===== config.mk =====
export PLATFORM = sky130hd
export DESIGN_NAME = alu_issue_stage
export DESIGN_NICKNAME = d
export VERILOG_FILES = /design/src/rtl/alu_issue_stage.sv
export SDC_FILE = /design/constraint.sdc
export NUM_CORES = 1
export LEC_CHECK = 0
export ABC_AREA = 1
export ABC_CLOCK_PERIOD_IN_PS = 4600
export CORE_ASPECT_RATIO = 0.8
export CORE_MARGIN = 2
export CORE_UTILIZATION = 54
export DETAILED_ROUTE_END_ITERATION = 10
export PLACE_DENSITY = 0.85
export SETUP_SLACK_MARGIN = 0.05
export SLEW_MARGIN = 10
export SYNTH_ARGS = -nofsm -noshare
export SYNTH_HDL_FRONTEND = slang
export SYNTH_SLANG_ARGS = --single-unit

===== constraint.sdc =====
create_clock -name CLK -period 4.6 [get_ports CLK]
set_input_delay 0.69 -clock CLK [delete_from_list [all_inputs] [get_ports CLK]]
set_output_delay 0.69 -clock CLK [all_outputs]
set_load 0.03 [all_outputs]

===== src/rtl/alu_issue_stage.sv =====
// alu_issue_stage: decode/issue stage between register-file read (ID) and the ALU (EX).
//   Decodes a MIPS instruction into the 4-bit ALU control code, selects SrcAE/SrcBE and
//   registers the writeback/memory/branch controls behind a 2-entry buffer (OUT + SKID).
// Ports:
//   CLK, rst_n              clock, asynchronous active-low reset
//   InstrD, RD1D, RD2D      instruction word and rs/rt read data from ID
//   validD / readyD         ID-side handshake (readyD is registered: !SKID.valid)
//   FlushE                  drops every buffered instruction and any instruction offered this cycle
//   validE / readyE         EX-side handshake
//   ALUControlE, SrcAE, SrcBE, RegWriteE, WriteRegE, MemReadE, MemWriteE, BranchE, IllegalE
// Configuration macro: ALU_ISSUE_VSHIFT_EN enables sllv/srlv/srav (funct 04/06/07).
module alu_issue_stage #(
  parameter int unsigned DW  = 32,
  parameter int unsigned RAW = 5
) (
  input  logic           CLK,
  input  logic           rst_n,
  input  logic [31:0]    InstrD,
  input  logic [DW-1:0]  RD1D,
  input  logic [DW-1:0]  RD2D,
  input  logic           validD,
  output logic           readyD,
  input  logic           FlushE,
  input  logic           readyE,
  output logic           validE,
  output logic [3:0]     ALUControlE,
  output logic [DW-1:0]  SrcAE,
  output logic [DW-1:0]  SrcBE,
  output logic           RegWriteE,
  output logic [RAW-1:0] WriteRegE,
  output logic           MemReadE,
  output logic           MemWriteE,
  output logic           BranchE,
  output logic           IllegalE
);

  typedef struct packed {
    logic [3:0]     alu;
    logic [DW-1:0]  srca;
    logic [DW-1:0]  srcb;
    logic           reg_write;
    logic [RAW-1:0] write_reg;
    logic           mem_read;
    logic           mem_write;
    logic           branch;
    logic           illegal;
  } issue_t;

  logic [5:0]     w_op;
  logic [5:0]     w_funct;
  logic [4:0]     w_shamt;
  logic [RAW-1:0] w_rt;
  logic [RAW-1:0] w_rd;
  logic [DW-1:0]  w_simm;
  issue_t         w_dec;

  assign w_op    = InstrD[31:26];
  assign w_funct = InstrD[5:0];
  assign w_shamt = InstrD[10:6];
  assign w_rt    = InstrD[20:16];
  assign w_rd    = InstrD[15:11];
  assign w_simm  = {{(DW-16){InstrD[15]}}, InstrD[15:0]};

  always_comb begin
    w_dec           = '0;
    w_dec.alu       = 4'b0010;
    w_dec.illegal   = 1'b0;
    if (w_op == 6'h00) begin
      w_dec.srca      = RD1D;
      w_dec.srcb      = RD2D;
      w_dec.reg_write = 1'b1;
      w_dec.write_reg = w_rd;
      case (w_funct)
        6'h20, 6'h21: w_dec.alu = 4'b0010;
        6'h22, 6'h23: w_dec.alu = 4'b0110;
        6'h24:        w_dec.alu = 4'b0000;
        6'h25:        w_dec.alu = 4'b0001;
        6'h26:        w_dec.alu = 4'b0011;
        6'h27:        w_dec.alu = 4'b1100;
        6'h2A:        w_dec.alu = 4'b0111;
        6'h00: begin w_dec.alu = 4'b0100; w_dec.srca = DW'(w_shamt); end
        6'h02: begin w_dec.alu = 4'b0101; w_dec.srca = DW'(w_shamt); end
        6'h03: begin w_dec.alu = 4'b1000; w_dec.srca = DW'(w_shamt); end
`ifdef ALU_ISSUE_VSHIFT_EN
        6'h04: begin w_dec.alu = 4'b0100; w_dec.srca = DW'(RD1D[4:0]); end
        6'h06: begin w_dec.alu = 4'b0101; w_dec.srca = DW'(RD1D[4:0]); end
        6'h07: begin w_dec.alu = 4'b1000; w_dec.srca = DW'(RD1D[4:0]); end
`endif
        default:      w_dec.illegal = 1'b1;
      endcase
    end else begin
      w_dec.srca      = RD1D;
      w_dec.srcb      = w_simm;
      w_dec.reg_write = 1'b1;
      w_dec.write_reg = w_rt;
      case (w_op)
        6'h08, 6'h09: w_dec.alu = 4'b0010;
        6'h0A:        w_dec.alu = 4'b0111;
        6'h0C:        w_dec.alu = 4'b1111;  // ALU zero-extends the immediate itself
        6'h0D:        w_dec.alu = 4'b1101;
        6'h0E:        w_dec.alu = 4'b1110;
        6'h23: begin w_dec.alu = 4'b0010; w_dec.mem_read = 1'b1; end
        6'h2B: begin w_dec.alu = 4'b0010; w_dec.mem_write = 1'b1; w_dec.reg_write = 1'b0; end
        6'h04, 6'h05: begin
          w_dec.alu       = (w_op == 6'h04) ? 4'b1001 : 4'b1010;
          w_dec.srcb      = RD2D;
          w_dec.branch    = 1'b1;
          w_dec.reg_write = 1'b0;
        end
        default:      w_dec.illegal = 1'b1;
      endcase
    end
    if (w_dec.illegal) begin
      w_dec           = '0;
      w_dec.alu       = 4'b0010;
      w_dec.illegal   = 1'b1;
    end
    if (w_dec.write_reg == '0) begin
      w_dec.reg_write = 1'b0;
    end
  end

  // Two-entry buffer: OUT drives the E outputs, SKID catches an accept while OUT is stalled.
  issue_t r_out;
  issue_t r_skid;
  logic   r_out_valid;
  logic   r_skid_valid;
  logic   w_accept;
  logic   w_out_load;

  assign readyD     = !r_skid_valid;
  assign w_accept   = validD && !r_skid_valid;
  // OUT may take new content when it is empty or being consumed this cycle.
  assign w_out_load = !r_out_valid || readyE;

  always_ff @(posedge CLK or negedge rst_n) begin
    if (!rst_n) begin
      r_out_valid  <= 1'b0;
      r_skid_valid <= 1'b0;
      r_out        <= '0;
      r_skid       <= '0;
    end else if (FlushE) begin
      r_out_valid  <= 1'b0;
      r_skid_valid <= 1'b0;
    end else if (w_out_load) begin
      // SKID is always older than anything offered now; accept is blocked while it is full.
      r_out_valid  <= r_skid_valid || w_accept;
      r_skid_valid <= 1'b0;
      if (r_skid_valid) begin
        r_out <= r_skid;
      end else if (w_accept) begin
        r_out <= w_dec;
      end
    end else if (w_accept) begin
      r_skid_valid <= 1'b1;
      r_skid       <= w_dec;
    end
  end

  assign validE      = r_out_valid;
  assign ALUControlE = r_out.alu;
  assign SrcAE       = r_out.srca;
  assign SrcBE       = r_out.srcb;
  assign RegWriteE   = r_out.reg_write;
  assign WriteRegE   = r_out.write_reg;
  assign MemReadE    = r_out.mem_read;
  assign MemWriteE   = r_out.mem_write;
  assign BranchE     = r_out.branch;
  assign IllegalE    = r_out.illegal;

endmodule


Word level (Yosys, flattened, before mapping)
Index checks and enable logic that the tools add are counted.
{"block": "classes", "bitwise": 2, "muxes": 23, "reduce_logical": 19, "n_eq_ne": 21}
{"op": "78-bit 2-to-1 mux", "n": 3}
{"op": "74-bit 2-to-1 mux", "n": 1}
{"op": "6-bit equality test, second input constant", "n": 11}
{"op": "32-bit 2-to-1 mux", "n": 2}
{"op": "6-bit by 4-bit equality test with 1-bit output, second input constant", "n": 6}
{"op": "4-bit case mux with 9 select lines", "n": 1}
{"op": "4-bit case mux with 5 select lines", "n": 1}
{"op": "1-bit 2-to-1 mux", "n": 13}
{"op": "6-bit by 2-bit equality test with 1-bit output, second input constant", "n": 2}
{"op": "6-bit by 3-bit equality test with 1-bit output, second input constant", "n": 2}
{"op": "6-bit zero test", "n": 2}
{"op": "12-bit OR reduction", "n": 1}
{"op": "10-bit OR reduction", "n": 1}
{"op": "3-bit AND reduction", "n": 2}
{"op": "3-bit OR reduction", "n": 2}
{"op": "5-bit zero test", "n": 1}
{"op": "2-bit nonzero test", "n": 2}
{"op": "2-bit OR reduction", "n": 2}
{"op": "3-bit 2-to-1 mux", "n": 1}
{"op": "3-bit nonzero test", "n": 1}
{"op": "1-bit zero test", "n": 2}
{"op": "1-bit logical OR", "n": 2}
{"op": "2-bit 2-to-1 mux", "n": 1}
{"op": "1-bit inverter", "n": 2}
{"op": "1-bit logical AND", "n": 1}
{"block": "word_totals", "regBits": 158, "out_inout_bits": 80}

Logic depth before layout (Yosys ltp)
Gate-level depths: netlist of the first run.
{"block": "depth", "ltp_word": 9, "depth_mapped": 13}

Least setup slack after synthesis of the first run
No wires, ideal clock.
{"block": "synth_timing", "path_type": "input to register", "start": "input port InstrD[26]", "end": "register r_out (netlist bit SrcAE[7])", "path_buffers": 1, "t_arrival_ns": 1.781, "path_slack_ns": 2.696, "setup_time_ns": 0.123, "stages": 9, "cell_sequence": "nor2_1 > nand3_2 > inv_2 > nand3_2 > buf_4 > nand2_1 > nor2_1 > o21ai_0 > nand2_1"}
{"block": "synth_between", "elab_chain_len": 7, "elab_cells_between_ends": 18, "cone_classes": "10 x eq/ne; 6 x mux; 2 x reduce/logical"}
{"element": "start, declared", "line": "18", "rtl": "input logic [31:0] InstrD,"}
{"element": "6-bit by 3-bit equality test with 1-bit output (tied with other cells)", "line": "96", "rtl": "case (w_op)"}
{"element": "10-bit OR reduction (no source line)"}
{"element": "1-bit 2-to-1 mux", "line": "96"}
{"element": "1-bit 2-to-1 mux", "line": "68", "rtl": "if (w_op == 6'h00) begin"}
{"element": "78-bit 2-to-1 mux *", "line": "113", "rtl": "if (w_dec.illegal) begin"}
{"element": "78-bit 2-to-1 mux *", "line": "151", "rtl": "end else if (w_accept) begin"}
{"element": "78-bit 2-to-1 mux *", "line": "149", "rtl": "if (r_skid_valid) begin"}
{"element": "end signal, assigned", "line": "150", "rtl": "r_out <= r_skid;"}
{"element": "end signal, assigned", "line": "152", "rtl": "r_out <= w_dec;"}
{"element": "end, declared", "line": "124", "rtl": "issue_t r_out;"}
Mark *: on every way between the ends. The rest lies on a longest branch, timed or not. The select of a mux whose other input is x is not followed.
A chain may end at the register's enable or synchronous reset.

Worst setup path in the final report of the first run
{"block": "layout_timing", "start": "input port InstrD[26]", "end": "register r_out (netlist bit SrcAE[0])"}
Same word-level chain as after synthesis.

==> out/results.tsv, run 1 <==
stage	metric	value	unit
outcome	status	completed	
placement	DP Worst Slack	0.940	ns
power_and_ir_drop	Leakage Power	4.82	nW
placement	I/O Buffers	175	
worst_setup_path	Max FO, Critical Path	37	
die	Chip Width	138	um
global_route	vias in the first global route	6925	
power_and_ir_drop	Final Power	3.85	mW
sta	Setup WS post-layout	1.34	ns
global_route	antenna violations before repair	0	
worst_setup_path	Crit path arrival time	3.58	ns
sta	endpoints failing setup	0	
routing	vias post-DR	7395	
cells_and_area	n_diodes	0	
sta	FMAX	307	MHz
cells_and_area	Layout Cells excl Fill	1333	
routing	routed vias/inst	5.55	
cells_and_area	area grow syn2layout	30.4	%
clock_network	Inserted Clock Buffers	17	
die	Die H	111	um
clock_network	TritonCTS clock tree	built	
die	IO Pins	181	
clock_network	post-CTS sizing	0	
synthesis	register area share after synthesis	0.508	
routing	DRC Markers	0	
worst_setup_path	Critical Path End	SrcAE[0]	
placement	placed cell count	1301	
cells_and_area	Finished Core Util	0.714	
synthesis	Synth Instances	1001	
routing	total wire length	21200	um
synthesis	Yosys reg bits	158	
global_route	total track usage	0.279	
clock_network	clock transition at the registers of the reported paths	0.07	ns
synthesis	Syn Area/Cell	7.77	um2
clock_network	Post-CTS Setup Inserts	0	
die	core area	14200	um2
die	Die Area	15400	um2
worst_setup_path	slowest stage delay, CP	0.79	ns
routing	post-route ant nets	0	
synthesis	syn nets	1102	
global_route	first-pass GRT wire length	34800	um
worst_setup_path	Setup crit end kind	flip-flop	
hold_path	HP Class	primary input to asynchronous set/reset pin	
global_route	GRT overflow	0	
sta	final slew viol count	0	
worst_setup_path	worst setup path startpoint	InstrD[26]	
worst_setup_path	Worst Reg-to-Reg Cells	7	
worst_setup_path	R2R Setup Slk	1.77	ns
job	max cap viols	0	
sta	slew at the pin closest to its max-slew limit	1.03	ns
die	Initial Util	0.548	
cells_and_area	share of cells above drive strength 1	0.0688	
clock_network	Worst-Skew Late Latency	0.42	ns
placement	DP HPWL	13200	um
worst_setup_path	Setup Crit Path Kind	primary input to flip-flop	
routing	DR iter-0 viols	761	
sta	final hold violations	0	
worst_setup_path	CP startpoint kind	primary input	
sta	Fin Setup TNS	0	ns
clock_network	Clock Path Buffers	2	
sta	final cycle utilization of the critical path	0.709	
synthesis	Yosys cell types	27	
cells_and_area	fin nets	1237	
worst_setup_path	worst-path cell chain	clkdlybuf4s50_1 > nor2_1 > nand3_2 > inv_2 > nand3_2 > o21ai_0 > a21oi_1 > o21ai_0	
power_and_ir_drop	Peak VDD IR	0.000310	V
placement	Routability Congestion	0.947	
routing	Initial DRT Pass Iterations	6	
routing	WL/cell	15.9	um
sta	unrepaired setup endpoints after global routing	no	
die	num rows	39	
sta	fin crit period	3.26	ns
synthesis	synth warn	0	
worst_setup_path	critical path's slowest cell	nand3_2	
global_route	largest net degree at the start of global routing	97	
clock_network	Post-CTS Hold Fix Bufs	0	
worst_setup_path	WP data required	4.92	ns
sta	Slew headroom	0.311	
clock_network	clk sink count	158	
clock_network	CTS H-tree depth	4	
sta	skew final	0.00747	ns
worst_setup_path	reg2reg end	r_skid[12]	
synthesis	Mapped Area	7780	um2
clock_network	Root Driver	clkbuf_16	
worst_setup_path	R2R Path Start	r_skid_valid	
power_and_ir_drop	Pwr Density	380	nW/um2
metal layers:
metal	vias up	track usage	wire, um
met5	-	0	0
met3	22	0.0701	1780
met4	0	0.0803	212
met1	3486	0.406	9350
met2	331	0.420	9820
li1	3556	-	-
cells in the mapped netlist:
cell,n,share of area
a21oi_1,69,0.044
and2_1,1,0.00080
buf_1,4,0.0019
buf_12,1,0.0026
buf_2,11,0.0071
buf_4,10,0.0097
buf_6,3,0.0043
clkbuf_1,40,0.019
clkbuf_2,1,0.00064
dfrtp_1,158,0.51
inv_1,44,0.021
inv_2,6,0.0029
nand2_1,333,0.16
nand2_2,3,0.0024
nand3_1,58,0.037
nand3_2,17,0.022
nand3b_1,1,0.00097
nand4_1,7,0.0056
nor2_1,40,0.019
nor2_2,3,0.0024
nor2_8,1,0.0026
nor3_1,3,0.0019
o211ai_1,2,0.0019
o21a_1,1,0.00097
o21ai_0,150,0.097
o21ai_1,33,0.021
o21bai_1,1,0.00097
critical path: cells and delay by family:
kind / cells / cell delay (ns)
and+or+nand+nor: 3 / 1.33
AOI/OAI and AO/OA: 3 / 0.92
buffers and inverters: 2 / 0.65
layout make-up:
type                    instances  area, um2
fillers                      1117       4060
flip-flops and latches        158       3960
multi-input cells             723       3310
repair buffers                186       1840
clock buffers                  20        467
well taps                     184        230
inverters                      50        188
clock inverters                12        159
power by group:
group / leakage [nW] / switching (mW) / internal, mW / total, mW
sequential: 2.14 / 0.0855 / 1.54 / 1.63
combinational: 2.38 / 0.446 / 0.297 / 0.743
clock: 0.303 / 0.578 / 0.902 / 1.48
total: 4.82 / 1.11 / 2.74 / 3.85
kinds of logic after synthesis:
logic type      share of synthesized area
simple gates                        0.256
buf+inv                            0.0697
compound gates                      0.166
flops                               0.508
placed cells by master (no fill, tap or decap), types with 3 or more instances in the layout:
| master | synthesis | routed |
|---|---|---|
| a21oi_1 | 69 | 69 |
| buf_4 | 10 | 11 |
| bufinv_16 | 0 | 3 |
| clkbuf_16 | 0 | 17 |
| clkbuf_8 | 0 | 3 |
| clkdlybuf4s50_1 | 0 | 174 |
| clkinv_4 | 0 | 3 |
| dfrtp_1 | 158 | 157 |
| inv_1 | 44 | 42 |
| inv_2 | 6 | 8 |
| nand2_1 | 333 | 332 |
| nand3_1 | 58 | 57 |
| nand3_2 | 17 | 17 |
| nand4_1 | 7 | 7 |
| nor2_1 | 40 | 40 |
| nor2_2 | 3 | 3 |
| nor3_1 | 3 | 3 |
| o21ai_0 | 150 | 150 |
| o21ai_1 | 33 | 33 |
sequential cells by signal, indices dropped and copies added, names as in the netlist:
register and cells:
IllegalE 1, BranchE 1, validE 1, WriteRegE 5
MemReadE 1, RegWriteE 1, MemWriteE 1, r_skid 78
SrcAE 32, r_skid_valid 1, SrcBE 32, ALUControlE 4
stage by stage:
stage          hold slack, ns  cell area (um2)
2_1_floorplan           0.394             7780
3_3_place_gp            0.455             9520
3_5_place_dp            0.461             9520
4_1_cts                 0.380            10100
5_1_grt                 0.411            10100
6_report                0.318            10100
how the worst min path moves through the flow:
stage	slack (ns)	cells after the start	to
after floorplan	0.39	0	ALUControlE[0]
after global placement	0.45	2	SrcAE[23]
after detailed placement	0.46	2	r_skid[34]
after CTS	0.38	1	SrcAE[6]
after global routing	0.41	1	SrcAE[6]
final	0.32	1	SrcAE[5]
Note: power is estimated with default switching activity, not from simulation.
==> run 2, diff against run 1 <==
- ABC_CLOCK_PERIOD_IN_PS: 4600 -> 3200
- CORE_UTILIZATION: 54 -> 51
- PLACE_DENSITY: 0.85 -> 0.81
- clock period: 4.6 -> 3.2 ns (I/O delays scaled with it)
==> run 2 against run 1 <==
Via count is 0.19% lower. Clock power is 34% higher. Largest cell class unchanged. Critical endpoint is now SrcBE[1]. Global-route usage decreased by 1.1 points. Sequential share of layout area decreased by 0.22 points. Core utilization decreased by 3.3 points. Critical path type unchanged. Register-to-register slack got worse by 0.49 ns. Setup slack worse by 0.67 ns. Final cell count grew 0.83%. Critical path depth grew 2. Non-clock buffer count up 6.
==> out/results.tsv, run 2 (synthesis results as in run 1) <==
stage	metric	value	unit	change
outcome	status	completed		
clock_network	Post-CTS Hold Fix Bufs	0		unchanged
hold_path	HP Class	primary input to asynchronous set/reset pin		
clock_network	CTS H-tree depth	4		unchanged
sta	final cycle utilization of the critical path	0.793		
sta	fin crit period	2.54	ns	
worst_setup_path	reg2reg end	SrcBE[16]		
cells_and_area	max reg flops	78		unchanged
placement	placed cell count	1312		+0.85%
sta	skew final	0.00869	ns	+0.00122 ns
routing	vias post-DR	7381		-0.19%
worst_setup_path	CP startpoint kind	primary input		
routing	DR iter-0 viols	612		-20%
clock_network	TritonCTS clock tree	built		
worst_setup_path	R2R Path Start	r_skid_valid		
cells_and_area	most frequent cells in the layout	332 x nand2_1, 174 x clkdlybuf4s50_1, 157 x dfrtp_1		
clock_network	Inserted Clock Buffers	17		unchanged
clock_network	Post-CTS Setup Inserts	0		unchanged
sta	FMAX	394	MHz	
cells_and_area	n_diodes	0		unchanged
power_and_ir_drop	Leakage Power	4.84	nW	+0.35%
routing	post-route ant nets	0		unchanged
clock_network	Clock Path Buffers	2		unchanged
routing	Initial DRT Pass Iterations	5		-1
die	Chip Width	142	um	+2.8%
die	Die Area	16300	um2	+5.7%
worst_setup_path	Max FO, Critical Path	21		-43%
global_route	total track usage	0.268		-0.0108
cells_and_area	cell area after layout	10200	um2	+0.56%
routing	routed vias/inst	5.49		-1.0%
sta	final hold violations	0		unchanged
clock_network	Worst-Skew Late Latency	0.42	ns	about the same
placement	Routability Congestion	0.875		-7.6%
sta	Fin Setup TNS	0	ns	unchanged
worst_setup_path	Setup Crit Path Kind	primary input to flip-flop		
die	Die H	114	um	+2.8%
cells_and_area	fin nets	1243		+0.49%
worst_setup_path	WP data required	3.55	ns	-1.37 ns
global_route	antenna violations before repair	0		unchanged
routing	total wire length	21200	um	about the same
worst_setup_path	Worst Reg-to-Reg Cells	7		unchanged
cells_and_area	area grow syn2layout	31.1	%	
worst_setup_path	Setup crit end kind	flip-flop		
sta	slew at the pin closest to its max-slew limit	0.861	ns	-0.171 ns
cells_and_area	Top reg by flops	r_skid		
worst_setup_path	R2R Setup Slk	1.28	ns	-0.49 ns
cells_and_area	most common cell after layout, fill and taps aside	nand2_1		
die	num rows	40		+2.6%
job	max cap viols	0		unchanged
die	IO Pins	181		unchanged
clock_network	Root Driver	clkbuf_16		
sta	Slew headroom	0.426		+0.115
die	core area	15000	um2	+5.4%
global_route	vias in the first global route	7036		+1.6%
cells_and_area	share of cells above drive strength 1	0.0736		+0.00484
clock_network	clk sink count	158		unchanged
global_route	first-pass GRT wire length	34600	um	-0.55%
global_route	GRT overflow	0		unchanged
routing	WL/cell	15.7	um	-0.85%
cells_and_area	Layout Cells excl Fill	1344		+0.83%
clock_network	post-CTS sizing	0		unchanged
sta	final slew viol count	0		unchanged
clock_network	clock transition at the registers of the reported paths	0.06	ns	about the same
worst_setup_path	Crit path arrival time	2.89	ns	-0.69 ns
placement	Cell Area, Placed	9620	um2	+1.1%
global_route	largest net degree at the start of global routing	84		-13%
sta	unrepaired setup endpoints after global routing	no		
die	Initial Util	0.520		-0.0280
placement	I/O Buffers	175		unchanged
sta	endpoints failing setup	0		unchanged
placement	DP HPWL	13600	um	+3.1%
power_and_ir_drop	Peak VDD IR	0.000395	V	+27%
routing	DRC Markers	0		unchanged
power_and_ir_drop	Pwr Density	529	nW/um2	+39%
run 2: final cells by class:
cell class                      instances  area [um2]
Clock inverter                         13         128
Sequential cell                       158        3960
Fill cell                            1242        4770
Clock buffer                           19         453
Timing Repair Buffer                  192        1930
Tap cell                              189         236
Inverter                               50         188
Multi-Input combinational cell        723        3310
run 2: how the worst max path moves through the flow:
stage,from,to,slack (ns),cells after the start
final,InstrD[26],SrcBE[1],0.66,10
after global placement,InstrD[31],SrcBE[1],0.32,10
after detailed placement,InstrD[31],SrcBE[1],0.27,10
after floorplan,InstrD[26],SrcAE[7],1.51,9
after global routing,InstrD[31],SrcBE[1],0.48,10
after CTS,InstrD[26],SrcBE[1],0.72,10
run 2: critical path, cell delays in order:
cell and delay, ns:
clkdlybuf4s50_1 0.46, nor2_1 0.24, nand3_2 0.30, inv_2 0.20, nand2_1 0.11, nand2_4 0.30
inv_2 0.26, a21oi_1 0.28, o21ai_0 0.11, o21ai_1 0.12
run 2: layer usage:
layer	wire, um	up-vias	GRT usage	share of wire
met5	0	-	0	0
met1	9410	3478	0.376	0.45
met4	259	0	0.0760	0.012
met2	9790	325	0.424	0.46
met3	1690	21	0.0586	0.080
li1	-	3557	-	-
run 2: report_power, final:
part           internal [mW]  switching (mW)
Sequential              2.22           0.116
Clock                   1.13           0.858
Combinational          0.437           0.641
run 2: stage by stage:
stage	util	total power [mW]	setup WS (ns)	hold WS (ns)
2_1_floorplan	-	2.94	1.51	0.184
3_3_place_gp	0.643	3.42	0.319	0.454
3_5_place_dp	0.643	3.45	0.266	0.460
4_1_cts	0.681	5.43	0.722	0.0758
5_1_grt	0.681	5.64	0.477	0.0982
6_report	0.681	5.40	0.664	0.0600
